[src/rtl/axi4_read_dma_requester.sv]
// axi4_read_dma_requester: splits one DMA read command into bounded AXI4
// read bursts, throttles bursts in flight and forwards read data downstream.
module axi4_read_dma_requester #(
  parameter int AddressWidth       = 32,
  parameter int DataWidth          = 32,
  parameter int InnerIFLengthWidth = 16,
  parameter int ByteCountWidth     = 32,
  parameter int MaxChunkBeats      = 256,
  parameter int MaxOutstanding     = 4
) (
  input  logic                          iClock,
  input  logic                          iReset,
  input  logic [AddressWidth-1:0]       iCmdAddress,
  input  logic [ByteCountWidth-1:0]     iCmdByteCount,
  input  logic                          iCmdValid,
  output logic                          oCmdReady,
  output logic [AddressWidth-1:0]       oARADDR,
  output logic [InnerIFLengthWidth-1:0] oARLEN,
  output logic                          oARVALID,
  input  logic                          iARREADY,
  input  logic [DataWidth-1:0]          iRDATA,
  input  logic                          iRLAST,
  input  logic                          iRVALID,
  output logic                          oRREADY,
  output logic [DataWidth-1:0]          oStreamData,
  output logic                          oStreamValid,
  output logic                          oStreamLast,
  input  logic                          iStreamReady,
  output logic                          oBusy,
  output logic                          oDone,
  output logic                          oLastError
);

  localparam int BpbLog = $clog2(DataWidth / 8);
  localparam int OutW   = $clog2(MaxOutstanding + 1);
  localparam int BcW    = ByteCountWidth;
  localparam int IlW    = InnerIFLengthWidth;

  localparam logic [BcW-1:0] MaxChunk  = BcW'(MaxChunkBeats);
  localparam logic [BcW-1:0] ChunkMask = MaxChunk - BcW'(1);
  localparam logic [OutW-1:0] MaxOut   = OutW'(MaxOutstanding);

  typedef enum logic [1:0] {
    IDLE,
    ISSUE,
    DRAIN,
    DONE
  } state_t;

  state_t state, state_next;

  logic [BcW-1:0]  total;
  logic [BcW-1:0]  remaining;
  logic [BcW-1:0]  rx;
  logic [BcW-1:0]  rx_inc;
  logic [BcW-1:0]  rem_next;
  logic [BcW-1:0]  cmd_beats;
  logic [OutW-1:0] outstanding;
  logic [OutW-1:0] out_next;
  logic            active;
  logic            accept;
  logic            ar_hs;
  logic            r_hs;
  logic            r_end;
  logic            exp_end;

  function automatic logic [IlW-1:0] chunk_len(input logic [BcW-1:0] beats);
    return (beats >= MaxChunk) ? IlW'(MaxChunk) : IlW'(beats);
  endfunction

  assign active       = (state == ISSUE) || (state == DRAIN);
  assign oCmdReady    = (state == IDLE) && !iReset;
  assign oBusy        = (state != IDLE);
  assign oRREADY      = iStreamReady && active;
  assign oStreamData  = iRDATA;
  assign oStreamValid = iRVALID && active;
  assign oStreamLast  = active && (rx == total - BcW'(1));

  assign accept    = iCmdValid && oCmdReady;
  assign cmd_beats = iCmdByteCount >> BpbLog;
  assign ar_hs     = oARVALID && iARREADY;
  assign r_hs      = iRVALID && oRREADY;
  // A stray RLAST with nothing in flight must not wrap the counter.
  assign r_end     = r_hs && iRLAST && (outstanding != '0);
  assign rx_inc    = rx + BcW'(1);
  assign exp_end   = ((rx_inc & ChunkMask) == '0) || (rx_inc == total);
  assign rem_next  = ar_hs ? remaining - BcW'(oARLEN) : remaining;
  assign out_next  = outstanding + OutW'(ar_hs) - OutW'(r_end);

  always_ff @(posedge iClock) begin
    if (iReset) state <= IDLE;
    else        state <= state_next;
  end

  always_comb begin
    state_next = state;
    unique case (state)
      IDLE: begin
        if (accept) state_next = (cmd_beats == '0) ? DONE : ISSUE;
      end
      ISSUE: begin
        if (ar_hs && (rem_next == '0)) state_next = DRAIN;
      end
      DRAIN: begin
        if ((rx == total) && (outstanding == '0)) state_next = DONE;
      end
      DONE: state_next = IDLE;
      default: state_next = IDLE;
    endcase
  end

  always_ff @(posedge iClock) begin
    if (iReset) begin
      oARADDR     <= '0;
      oARLEN      <= '0;
      oARVALID    <= 1'b0;
      oDone       <= 1'b0;
      oLastError  <= 1'b0;
      total       <= '0;
      remaining   <= '0;
      rx          <= '0;
      outstanding <= '0;
    end else begin
      oDone <= (state == DONE);
      if (accept) begin
        oARADDR     <= iCmdAddress;
        oARLEN      <= chunk_len(cmd_beats);
        oARVALID    <= (cmd_beats != '0);
        oLastError  <= 1'b0;
        total       <= cmd_beats;
        remaining   <= cmd_beats;
        rx          <= '0;
        outstanding <= '0;
      end else begin
        if (r_hs) begin
          rx <= rx_inc;
          if (iRLAST != exp_end) oLastError <= 1'b1;
        end
        outstanding <= out_next;
        remaining   <= rem_next;
        if (ar_hs) begin
          oARADDR <= oARADDR + (AddressWidth'(oARLEN) << BpbLog);
        end
        // A pending request is held; a new one needs budget left.
        if (oARVALID && !iARREADY) begin
          oARVALID <= 1'b1;
        end else if ((state == ISSUE) && (rem_next != '0) &&
                     (out_next < MaxOut)) begin
          oARVALID <= 1'b1;
          oARLEN   <= chunk_len(rem_next);
        end else begin
          oARVALID <= 1'b0;
        end
      end
    end
  end

endmodule
[config.mk]
export PLATFORM = sky130hd
export DESIGN_NAME = axi4_read_dma_requester
export DESIGN_NICKNAME = d
export VERILOG_FILES = /design/src/rtl/axi4_read_dma_requester.sv
export SDC_FILE = /design/constraint.sdc
export NUM_CORES = 1
export LEC_CHECK = 0
export BUFFER_PORTS_ARGS = -buffer_cell sky130_fd_sc_hd__buf_2
export CORE_AREA = 5 5 144 146
export DETAILED_ROUTE_END_ITERATION = 10
export DIE_AREA = 0 0 149 151
export PLACE_DENSITY = 0.77
export SETUP_SLACK_MARGIN = 0.3
export SYNTH_ARGS = -nofsm -noshare
export SYNTH_HDL_FRONTEND = slang
export SYNTH_SLANG_ARGS = --single-unit
[constraint.sdc]
create_clock -name iClock -period 5.2 [get_ports iClock]
set_input_delay 0.52 -clock iClock [delete_from_list [all_inputs] [get_ports iClock]]
set_output_delay 0.52 -clock iClock [all_outputs]
set_load 0.03 [all_outputs]
==> results of run 1 <==
worst max-delay path, stage by stage (launching register included):
cell	delay [ns]
dfxtp_1	0.38
inv_1	0.09
ha_1	0.42
a21oi_1	0.32
o21ai_1	0.26
a2111oi_0	0.59
o311ai_0	0.37
xor2_1	0.27
nand3_1	0.15
nor4_4	0.46
a31oi_4	0.23
or2_1	0.56
o211a_1	0.35
cell type report:
type / count / share of cell area (%)
Clock buffer: 19 / 3.65
Clock inverter: 11 / 0.885
Inverter: 63 / 1.99
Multi-Input combinational cell: 1088 / 59.4
Sequential cell: 150 / 25.3
Tap cell: 265 / 2.79
Timing Repair Buffer: 136 / 5.98
how the worst max path moves through the flow:
| stage | slack, ns | start | to |
|---|---|---|---|
| floorplan | 1.22 | oARLEN[0] | oARLEN[6] |
| global placement | 0.76 | oARLEN[0] | oARLEN[0] |
| detailed placement | 0.69 | oARLEN[0] | oARLEN[6] |
| CTS | 0.58 | oARLEN[0] | oARLEN[3] |
| global route | 0.38 | total[11] | oStreamLast |
| finish | 0.62 | oARLEN[12] | oARLEN[3] |
cell usage after synthesis (30+ instances only):
| library cell | instances | area share [%] |
|---|---|---|
| inv_1 | 62 | 2.1 |
| nor4_1 | 30 | 1.7 |
| xor2_1 | 54 | 4.3 |
| buf_4 | 32 | 2.2 |
| dfxtp_1 | 150 | 27 |
| xnor2_1 | 71 | 5.7 |
| a21oi_1 | 59 | 2.7 |
| o21ai_0 | 89 | 4.1 |
| ha_1 | 42 | 4.8 |
| a211oi_1 | 35 | 2.4 |
| nor3_1 | 60 | 2.7 |
| nand4_1 | 37 | 2.1 |
| nor2_1 | 119 | 4.1 |
| clkbuf_1 | 73 | 2.5 |
| nand2_1 | 150 | 5.1 |
| nand3_1 | 45 | 2.1 |
stage by stage:
step	utilization [%]	setup slack (ns)	hold slack, ns
2_1_floorplan	-	1.22	0.447
3_3_place_gp	58.8	0.761	0.440
3_5_place_dp	58.8	0.690	0.454
4_1_cts	61.6	0.582	0.272
5_1_grt	61.6	0.378	0.318
6_report	61.6	0.622	0.277
sequential cells by signal, indices dropped and copies added (netlist names):
name         count
oARADDR         32
oARLEN          16
oARVALID         1
oDone            1
oLastError       1
outstanding      3
remaining       32
rx              32
state            2
total           30
power breakdown:
group	internal (mW)	switching, mW
registers	1.34	0.236
clock network	0.655	0.519
logic	1.07	1.84
total	3.06	2.60
timing repair:
| action | 4_1_cts | 5_1_grt |
|---|---|---|
| endpoints found under the hold margin | 0 | 0 |
| resized for setup | 0 | 1 |
| endpoints found under the setup margin | 0 | 8 |
cell families after synthesis:
logic type | after synthesis | share of synthesized area (%)
AND/OR/NAND/NOR | 574 | 26.8
flip-flops | 150 | 27.4
XOR/XNOR | 125 | 9.99
adder cells (fa/ha/maj) | 45 | 5.34
multiplexers | 15 | 1.39
buffers and inverters | 184 | 8.35
AO/OA/AOI/OAI | 329 | 20.8
per-layer routing:
| metal | part of all wire, % | wire [um] | vias up |
|---|---|---|---|
| met5 | 0 | 0 | - |
| met1 | 45 | 14200 | 4990 |
| li1 | - | - | 5170 |
| met3 | 9.1 | 2880 | 63 |
| met4 | 2.0 | 635 | 0 |
| met2 | 44 | 13900 | 447 |
==> run summary, run 1 <==
GRT Max-Usage Layer: met2
Met3 usage: 5.60%
Max Fclk: 218 MHz
HP Class: input pin to flip-flop
Worst-path clk slew: 0.06 ns
Floorplan core area: 19300 um2
Endpoints failing setup: 0
Post-DR wirelength/cell: 18.3 um
Flop2flop setup slack: 0.62 ns
CTS tree: done
Leak pwr: 4.78 nW
Commonest non-fill, non-tap cells in the layout: 150 x dfxtp_1, 148 x nand2_1, 124 x buf_2
Syn nets: 1570
Setup_tns: 0 ns
Design area: 11900 um2
Routed Antenna Nets: 0
Grt total ovfl: 0
VDD IR max: 240 uV
Final Hold Fails: 0
Max Slew Vio Count: 0
Worst skew pair latency: 0.44 ns
Worst Path Required: 5.52 ns
Die area: 22500 um2
Die height: 151 um
Actual slew at the worst max-slew pin: 0.855 ns
Final cell count without fillers: 1732
Nets@finish: 1604
Post-synth EDFFs: 0
Met1 Track Usage GR: 38.8%
Post-synth top flop: dfxtp_1
Site Rows: 51
Drt first-iter violations: 1015
Wire length of the first global-routing pass: 50900 um
Largest net degree at the start of global routing: 77
Gpl congestion: 0.950
Most common cell after layout, fill and taps aside: dfxtp_1
Hold buffer count at cts: 0
Area used by multi-input combinational logic: 7060 um2
Root buf cell: clkbuf_16
Detailed Route WL: 31600 um
Share of flip-flops with an asynchronous set or reset: 0%
Chip width: 149 um
Fin crit period: 4.58 ns
Via count: 10700
Sequential cell area: 3000 um2
DRT Pass-1 Iters: 7
Synthesis Warnings: 0
Synth Instances: 1422
Max cap viols: 0
Rel. slew slack: 42.9%
Initial antenna violation count: 0
Total power: 5.66 mW
WP data arrival: 4.90 ns
Htree depth: 4
#FFs+latches synth: 150
Mapped cell area: 11000 um2
Worst hold stages: 3
Hold_sp: iCmdAddress[0]
Worst R2R Path Depth: 12
Unrepaired setup endpoints after global routing: false
Vias in the first global route: 10000
Power per cell area: 477 nW/um2
Starting Density: 56.8%
Drt via density: 6.16
Tot GR Track Use: 27.8%
Seq/Total Area, Yosys: 27.4%
Crit-path max FO: 16
Clock buffer depth: 2
CP startpoint kind: flip-flop
Critical Path Sink Type: flip-flop
Final worst-path cycle share: 88.0%
Ant diodes: 0
Top Ports: 191
WS Path Type: flip-flop to flip-flop
Dpl hpwl: 23600 um
Setup Skew: 0.00958 ns
RR Endpoint: oARLEN[3]
Layout area overhead: 8.39%
Crit Reg-Reg Startpoint: oARLEN[12]
Clock buffer count from CTS: 17
Share of cells above drive strength 1: 13.7%
Fillers: 1791
Detailed-route DRC error count: 0
Synth cell types: 91
Postcts setup bufs: 0
Mapped Avg Cell Area: 7.70 um2
Clk sink count: 150
DP Area: 11300 um2
Worst Hold Endpoint: oARADDR[0]
Port bufs: 124
GR met2 Demand/Resource: 43.9%
# placed instances: 1702
Outcome: finished, final reports clean
Note: power is estimated with default switching activity, not from simulation.
==> run 2: changes to the inputs <==
--- a/config.mk
+++ b/config.mk
@@ -9,6 +9,7 @@
 export CORE_AREA = 5 5 144 146
 export DETAILED_ROUTE_END_ITERATION = 10
 export DIE_AREA = 0 0 149 151
+export GPL_TIMING_DRIVEN = 0
 export PLACE_DENSITY = 0.77
 export SETUP_SLACK_MARGIN = 0.3
 export SYNTH_ARGS = -nofsm -noshare
==> run 2 against run 1 <==
  * Sequential cell count unchanged
  * Register-to-register slack worse by 0.02 ns
  * Critical path depth up 7
  * Sequential power down 3%
  * Combinational power up 9.3%
  * Clock power up 6%
  * Non-clock buffer count up 142
  * Critical path type unchanged
  * Largest power group unchanged
  * Highest routed layer unchanged
==> run summary, run 2 (synthesis gave the netlist of run 1 again) <==
Hold buffer count at cts: 0 (unchanged)
Via count: 11500 (was 10700)
Setup_tns: 0 ns (unchanged)
HP Class: input pin to flip-flop (unchanged)
Routed Antenna Nets: 0 (unchanged)
# placed instances: 1844 (was 1702)
Detailed Route WL: 36200 um (was 31600 um)
Clk sink count: 150 (unchanged)
CP startpoint: oARVALID (was oARLEN[12])
Final cell count without fillers: 1876 (was 1732)
Nets@finish: 1746 (was 1604)
Hold_sp: iCmdAddress[1] (was iCmdAddress[0])
Worst Hold Endpoint: oARADDR[1] (was oARADDR[0])
Top Ports: 191 (unchanged)
Drt first-iter violations: 947 (was 1015)
Actual slew at the worst max-slew pin: 0.915 ns (was 0.855 ns)
Post-DR wirelength/cell: 19.3 um (was 18.3 um)
VDD IR max: 249 uV (was 240 uV)
Most common cell after layout, fill and taps aside: buf_2 (was dfxtp_1)
Worst Path Required: 5.49 ns (was 5.52 ns)
Largest registers: oARADDR x32, remaining x32, rx x32 (unchanged)
CP max stage cell: clkbuf_1 (was a2111oi_0)
WP data arrival: 4.89 ns (was 4.90 ns)
CTS tree: done (unchanged)
Detailed-route DRC error count: 0 (unchanged)
Share of cells above drive strength 1: 17.1% (was 13.7%)
Leak pwr: 5.20 nW (was 4.78 nW)
Drt via density: 6.15 (was 6.16)
Final worst-path cycle share: 88.5% (was 88.0%)
Layout area overhead: 15.8% (was 8.39%)
Tot GR Track Use: 31.4% (was 27.8%)
Root buf cell: clkbuf_16 (unchanged)
Worst path bufs/invs: 9 (was 1)
Max Fclk: 217 MHz (was 218 MHz)
Max Slew Vio Count: 0 (unchanged)
Crit Reg-Reg Startpoint: oARVALID (was oARLEN[12])
Design area: 12700 um2 (was 11900 um2)
Gpl congestion: 0.975 (was 0.950)
Setup Skew: 0.0115 ns (was 0.00958 ns)
Slowest cell delay on critical path: 0.53 ns (was 0.59 ns)
Die height: 151 um (unchanged)
DP Area: 12100 um2 (was 11300 um2)
Grt total ovfl: 0 (unchanged)
Worst skew pair latency: 0.44 ns (about the same)
Port bufs: 155 (was 124)
RR Endpoint: oARLEN[9] (was oARLEN[3])
Worst R2R Path Depth: 19 (was 12)
Site Rows: 51 (unchanged)
Unrepaired setup endpoints after global routing: false (unchanged)
Max cap viols: 0 (unchanged)
Commonest non-fill, non-tap cells in the layout: 159 x buf_2, 150 x nand2_1, 150 x dfxtp_1 (was 150 x dfxtp_1, 148 x nand2_1, 124 x buf_2)
Largest net degree at the start of global routing: 17 (was 77)
Flop2flop setup slack: 0.60 ns (was 0.62 ns)
Clock buffer depth: 2 (unchanged)
Crit-path max FO: 10 (was 16)
Core Util, Final: 65.8% (was 61.6%)
Wire length of the first global-routing pass: 56000 um (was 50900 um)
Floorplan core area: 19300 um2 (unchanged)
Fin crit period: 4.60 ns (was 4.58 ns)
Power per cell area: 469 nW/um2 (was 477 nW/um2)
CP startpoint kind: flip-flop (unchanged)
Worst-path clk slew: 0.07 ns (was 0.06 ns)
Starting Density: 56.8% (unchanged)
Critical Path Sink Type: flip-flop (unchanged)
Htree depth: 4 (unchanged)
Final Hold Fails: 0 (unchanged)
Dpl hpwl: 28300 um (was 23600 um)
DRT Pass-1 Iters: 7 (unchanged)
Worst hold stages: 3 (unchanged)
Postcts setup bufs: 0 (unchanged)
Endpoints failing setup: 0 (unchanged)
Rel. slew slack: 38.5% (was 42.9%)
Initial antenna violation count: 0 (unchanged)
Ant diodes: 0 (unchanged)
Die area: 22500 um2 (unchanged)
Delay-heaviest family, CP: buffers and inverters (was compound AO/OA/AOI/OAI gates)
Levels on crit path: 19 (was 12)
Chip width: 149 um (unchanged)
Clock buffer count from CTS: 17 (unchanged)
Outcome: finished, final reports clean (unchanged)
Cells along the critical path: and2_1 -> buf_6 -> clkinv_1 -> clkbuf_8 -> clkbuf_1 -> clkbuf_2 -> ha_1 -> inv_1 -> ha_1 -> inv_1 -> fa_1 -> xor2_1 -> xnor2_1 -> nand3_1 -> a31oi_4 -> or2_1 -> buf_6 -> buf_12 -> nor3_1 (was inv_1 -> ha_1 -> a21oi_1 -> o21ai_1 -> a2111oi_0 -> o311ai_0 -> xor2_1 -> nand3_1 -> nor4_4 -> a31oi_4 -> or2_1 -> o211a_1)
Fillers: 1710 (was 1791)
WS Path Type: flip-flop to flip-flop (unchanged)
Worst hold slack: 0.282 ns (was 0.277 ns)
Vias in the first global route: 10700 (was 10000)
[run 2: where the power goes]
group | internal, mW | switching (mW) | total (mW)
Combinational | 1.16 | 2.02 | 3.18
Sequential | 1.34 | 0.198 | 1.54
Clock | 0.682 | 0.554 | 1.24
Total | 3.18 | 2.77 | 5.95
[run 2: worst max path at each step]
| stage | slack [ns] | end |
|---|---|---|
| after detailed placement | 0.18 | oARLEN[10] |
| after global routing | 0.31 | oStreamLast |
| after CTS | 0.42 | oARLEN[9] |
| after global placement | 0.23 | oARLEN[10] |
| final | 0.60 | oARLEN[9] |
| after floorplan | 1.22 | oARLEN[6] |
[run 2: cell type report]
cell class / count / area (um2) / share of cell area [%]
multi-input combinational: 1088 / 7070 / 55.8
sequential: 150 / 3000 / 23.7
timing repair buffer: 157 / 788 / 6.21
buffer: 121 / 681 / 5.37
clock buffer: 18 / 439 / 3.46
tap: 265 / 332 / 2.61
inverter: 63 / 236 / 1.86
clock inverter: 14 / 134 / 1.06
[run 2: metal layers]
layer	GRT usage [%]	up-vias	routed length [um]
met3	7.00	73	4010
met2	49.9	638	15900
met4	9.34	0	758
met5	0	-	0
li1	-	5450	-
met1	43.0	5379	15600
[run 2: per-stage QoR]
stage | setup WS, ns | power (mW)
floorplan | 1.22 | 3.80
global placement | 0.232 | 4.58
detailed placement | 0.184 | 4.62
CTS | 0.422 | 5.86
global route | 0.312 | 6.29
finish | 0.597 | 5.95
[run 2: repair_timing]
| action | CTS | global route |
|---|---|---|
| hold endpoints to repair | 0 | 0 |
| gates resized for setup | 0 | 7 |
| endpoints found under the setup margin | 0 | 17 |
[run 2: worst reg2reg max path: stages, from the launching register on]
cell and delay, ns:
dfxtp_1 0.37, and2_1 0.19, buf_6 0.14, clkinv_1 0.21, clkbuf_8 0.23, clkbuf_1 0.53, clkbuf_2 0.44, ha_1 0.30
inv_1 0.05, ha_1 0.13, inv_1 0.05, fa_1 0.37, xor2_1 0.17, xnor2_1 0.26, nand3_1 0.17, a31oi_4 0.33
or2_1 0.20, buf_6 0.14, buf_12 0.14, nor3_1 0.06
==> run 3: changes to the inputs <==
--- a/config.mk
+++ b/config.mk
@@ -6,9 +6,9 @@
 export NUM_CORES = 1
 export LEC_CHECK = 0
 export BUFFER_PORTS_ARGS = -buffer_cell sky130_fd_sc_hd__buf_2
-export CORE_AREA = 5 5 144 146
+export CORE_AREA = 2 2 141 143
 export DETAILED_ROUTE_END_ITERATION = 10
-export DIE_AREA = 0 0 149 151
+export DIE_AREA = 0 0 143 145
 export GPL_TIMING_DRIVEN = 0
 export PLACE_DENSITY = 0.77
 export SETUP_SLACK_MARGIN = 0.3
==> run 3 against run 2 <==
  * Clock power rose by 6%
  * Die area fell by 7.8%
  * First-iteration DRC count rose by 18%
  * Largest power group unchanged
  * Non-clock buffer count fell by 1
  * Critical path depth fell by 4
  * Critical endpoint is now oARLEN[6]
  * Cell area rose by 0.21%
  * Combinational power barely moved
  * Largest cell class unchanged
==> run summary, run 3 (synthesis gave the netlist of run 1 again) <==
Sequential cell area: 3000 um2 (unchanged)
CP startpoint kind: flip-flop (unchanged)
WP data arrival: 5.05 ns (was 4.89 ns)
Met3 usage: 9.17% (was 7.00%)
Via count: 11600 (was 11500)
Max Fclk: 212 MHz (was 217 MHz)
DRT Pass-1 Iters: 5 (was 7)
GRT Max-Usage Layer: met2 (unchanged)
Final Hold Fails: 0 (unchanged)
Power per cell area: 473 nW/um2 (was 469 nW/um2)
Vias in the first global route: 10800 (was 10700)
Die area: 20700 um2 (was 22500 um2)
Area used by multi-input combinational logic: 7070 um2 (about the same)
Clock buffer count from CTS: 17 (unchanged)
Starting Density: 57.0% (was 56.8%)
Fin crit period: 4.71 ns (was 4.60 ns)
Max Slew Vio Count: 0 (unchanged)
Postcts setup bufs: 0 (unchanged)
Fillers: 1697 (was 1710)
Site Rows: 51 (unchanged)
CTS tree: done (unchanged)
Tot GR Track Use: 34.3% (was 31.4%)
Commonest non-fill, non-tap cells in the layout: 159 x buf_2, 150 x nand2_1, 150 x dfxtp_1 (unchanged)
Final worst-path cycle share: 90.7% (was 88.5%)
Top Ports: 191 (unchanged)
Ant diodes: 0 (unchanged)
Detailed Route WL: 35600 um (was 36200 um)
Worst-path clk slew: 0.07 ns (about the same)
Switching power share of the total: 45.8% (was 46.6%)
Crit Reg-Reg Startpoint: oARLEN[0] (was oARVALID)
Flop2flop setup slack: 0.49 ns (was 0.60 ns)
Worst skew pair latency: 0.44 ns (about the same)
Drt first-iter violations: 1118 (was 947)
Combinational share of power: 52.4% (was 53.4%)
Met1 Track Usage GR: 47.7% (was 43.0%)
Leak pwr: 5.20 nW (about the same)
Routed Antenna Nets: 0 (unchanged)
P_int: 3.26 mW (was 3.18 mW)
Nets@finish: 1745 (was 1746)
Endpoints failing setup: 0 (unchanged)
Wire length of the first global-routing pass: 56400 um (was 56000 um)
Gpl congestion: 0.956 (was 0.975)
Share of cells above drive strength 1: 16.8% (was 17.1%)
DP Area: 12100 um2 (unchanged)
Drt via density: 6.20 (was 6.15)
Outcome: finished, final reports clean (unchanged)
Design area: 12700 um2 (about the same)
Chip width: 143 um (was 149 um)
Largest registers: oARADDR x32, remaining x32, rx x32 (unchanged)
Worst hold slack: 0.287 ns (was 0.282 ns)
Layout area overhead: 16.0% (was 15.8%)
Detailed-route DRC error count: 0 (unchanged)
Worst R2R Path Depth: 15 (was 19)
Clock Power Share: 21.9% (was 20.8%)
Worst Path Required: 5.53 ns (was 5.49 ns)
Actual slew at the worst max-slew pin: 0.989 ns (was 0.915 ns)
VDD IR max: 273 uV (was 249 uV)
Critical Path Sink Type: flip-flop (unchanged)
WS Path Type: flip-flop to flip-flop (unchanged)
Setup Skew: 0.0131 ns (was 0.0115 ns)
Grt total ovfl: 0 (unchanged)
Root buf cell: clkbuf_16 (unchanged)
Most common cell after layout, fill and taps aside: buf_2 (unchanged)
Setup_tns: 0 ns (unchanged)
Port bufs: 155 (unchanged)
Clock buffer depth: 2 (unchanged)
Crit-path max FO: 10 (unchanged)
Htree depth: 4 (unchanged)
CP startpoint: oARLEN[0] (was oARVALID)
HP Class: input pin to flip-flop (unchanged)
Max cap viols: 0 (unchanged)
Die height: 145 um (was 151 um)
Sequential power share: 25.6% (was 25.8%)
RR Endpoint: oARLEN[6] (was oARLEN[9])
Worst setup endpoint: oARLEN[6] (was oARLEN[9])
Dpl hpwl: 27600 um (was 28300 um)
Initial antenna violation count: 0 (unchanged)
Hold buffer count at cts: 0 (unchanged)
Clk sink count: 150 (unchanged)
Unrepaired setup endpoints after global routing: false (unchanged)
Net Switching: 2.76 mW (was 2.77 mW)
Floorplan core area: 19200 um2 (was 19300 um2)
GR met2 Demand/Resource: 51.7% (was 49.9%)
Post-DR wirelength/cell: 19.0 um (was 19.3 um)
Rel. slew slack: 33.8% (was 38.5%)
Largest net degree at the start of global routing: 17 (unchanged)
[run 3: worst min-delay path by stage]
stage / from / end / slack [ns] / cells after the start
floorplan: total[20] / total[20] / 0.45 / 2
global placement: oARADDR[0] / oARADDR[0] / 0.44 / 2
detailed placement: oARADDR[0] / oARADDR[0] / 0.46 / 2
CTS: iCmdAddress[0] / oARADDR[0] / 0.29 / 3
global route: iCmdAddress[1] / oARADDR[1] / 0.31 / 3
finish: iCmdAddress[0] / oARADDR[0] / 0.29 / 3
[run 3: layout make-up]
cell class | count | area share [%]
clock buffers | 19 | 3.41
flip-flops and latches | 150 | 23.6
inverters | 63 | 1.86
multi-input cells | 1088 | 55.6
plain buffers | 120 | 5.31
clock inverters | 13 | 1.38
well taps | 265 | 2.61
repair buffers | 157 | 6.20
[run 3: layer usage]
layer	up-vias	routed length (um)
li1	5442	-
met1	5436	15500
met2	642	15300
met3	96	3780
met4	0	972
met5	-	0
[run 3: power groups by stage]
| stage | combinational [mW] | clock, mW | sequential, mW |
|---|---|---|---|
| floorplan | 2.17 | 0 | 1.63 |
| global placement | 3.01 | 0 | 1.55 |
| detailed placement | 3.05 | 0 | 1.55 |
| CTS | 3.08 | 1.32 | 1.53 |
| global route | 3.44 | 1.37 | 1.56 |
| finish | 3.15 | 1.32 | 1.54 |
[run 3: critical path: stages, from the launching register on]
cell       delay (ns)
dfxtp_1          0.43
ha_1             0.21
inv_1            0.06
fa_1             0.40
a21o_1           0.25
a2111oi_1        0.78
or4_1            0.27
nand2b_1         0.07
a311oi_1         0.35
nand4_1          0.25
nor4_4           0.54
a31oi_4          0.24
or2_1            0.27
buf_6            0.14
buf_12           0.14
o211a_1          0.20
[run 3: repair_timing]
| item | in CTS | in global routing |
|---|---|---|
| setup endpoints to repair | 0 | 17 |
| gates resized for setup | 0 | 6 |
| endpoints found under the hold margin | 0 | 0 |
[run 3: through the flow]
step	utilization, %	setup slack, ns	std cells	total power [mW]
final	66.2	0.486	1875	6.01
after global routing	66.2	0.305	1875	6.36
after CTS	66.1	0.483	1876	5.93
after detailed placement	62.9	0.253	1844	4.61
after global placement	62.8	0.241	1842	4.56
after floorplan	-	1.22	1422	3.80
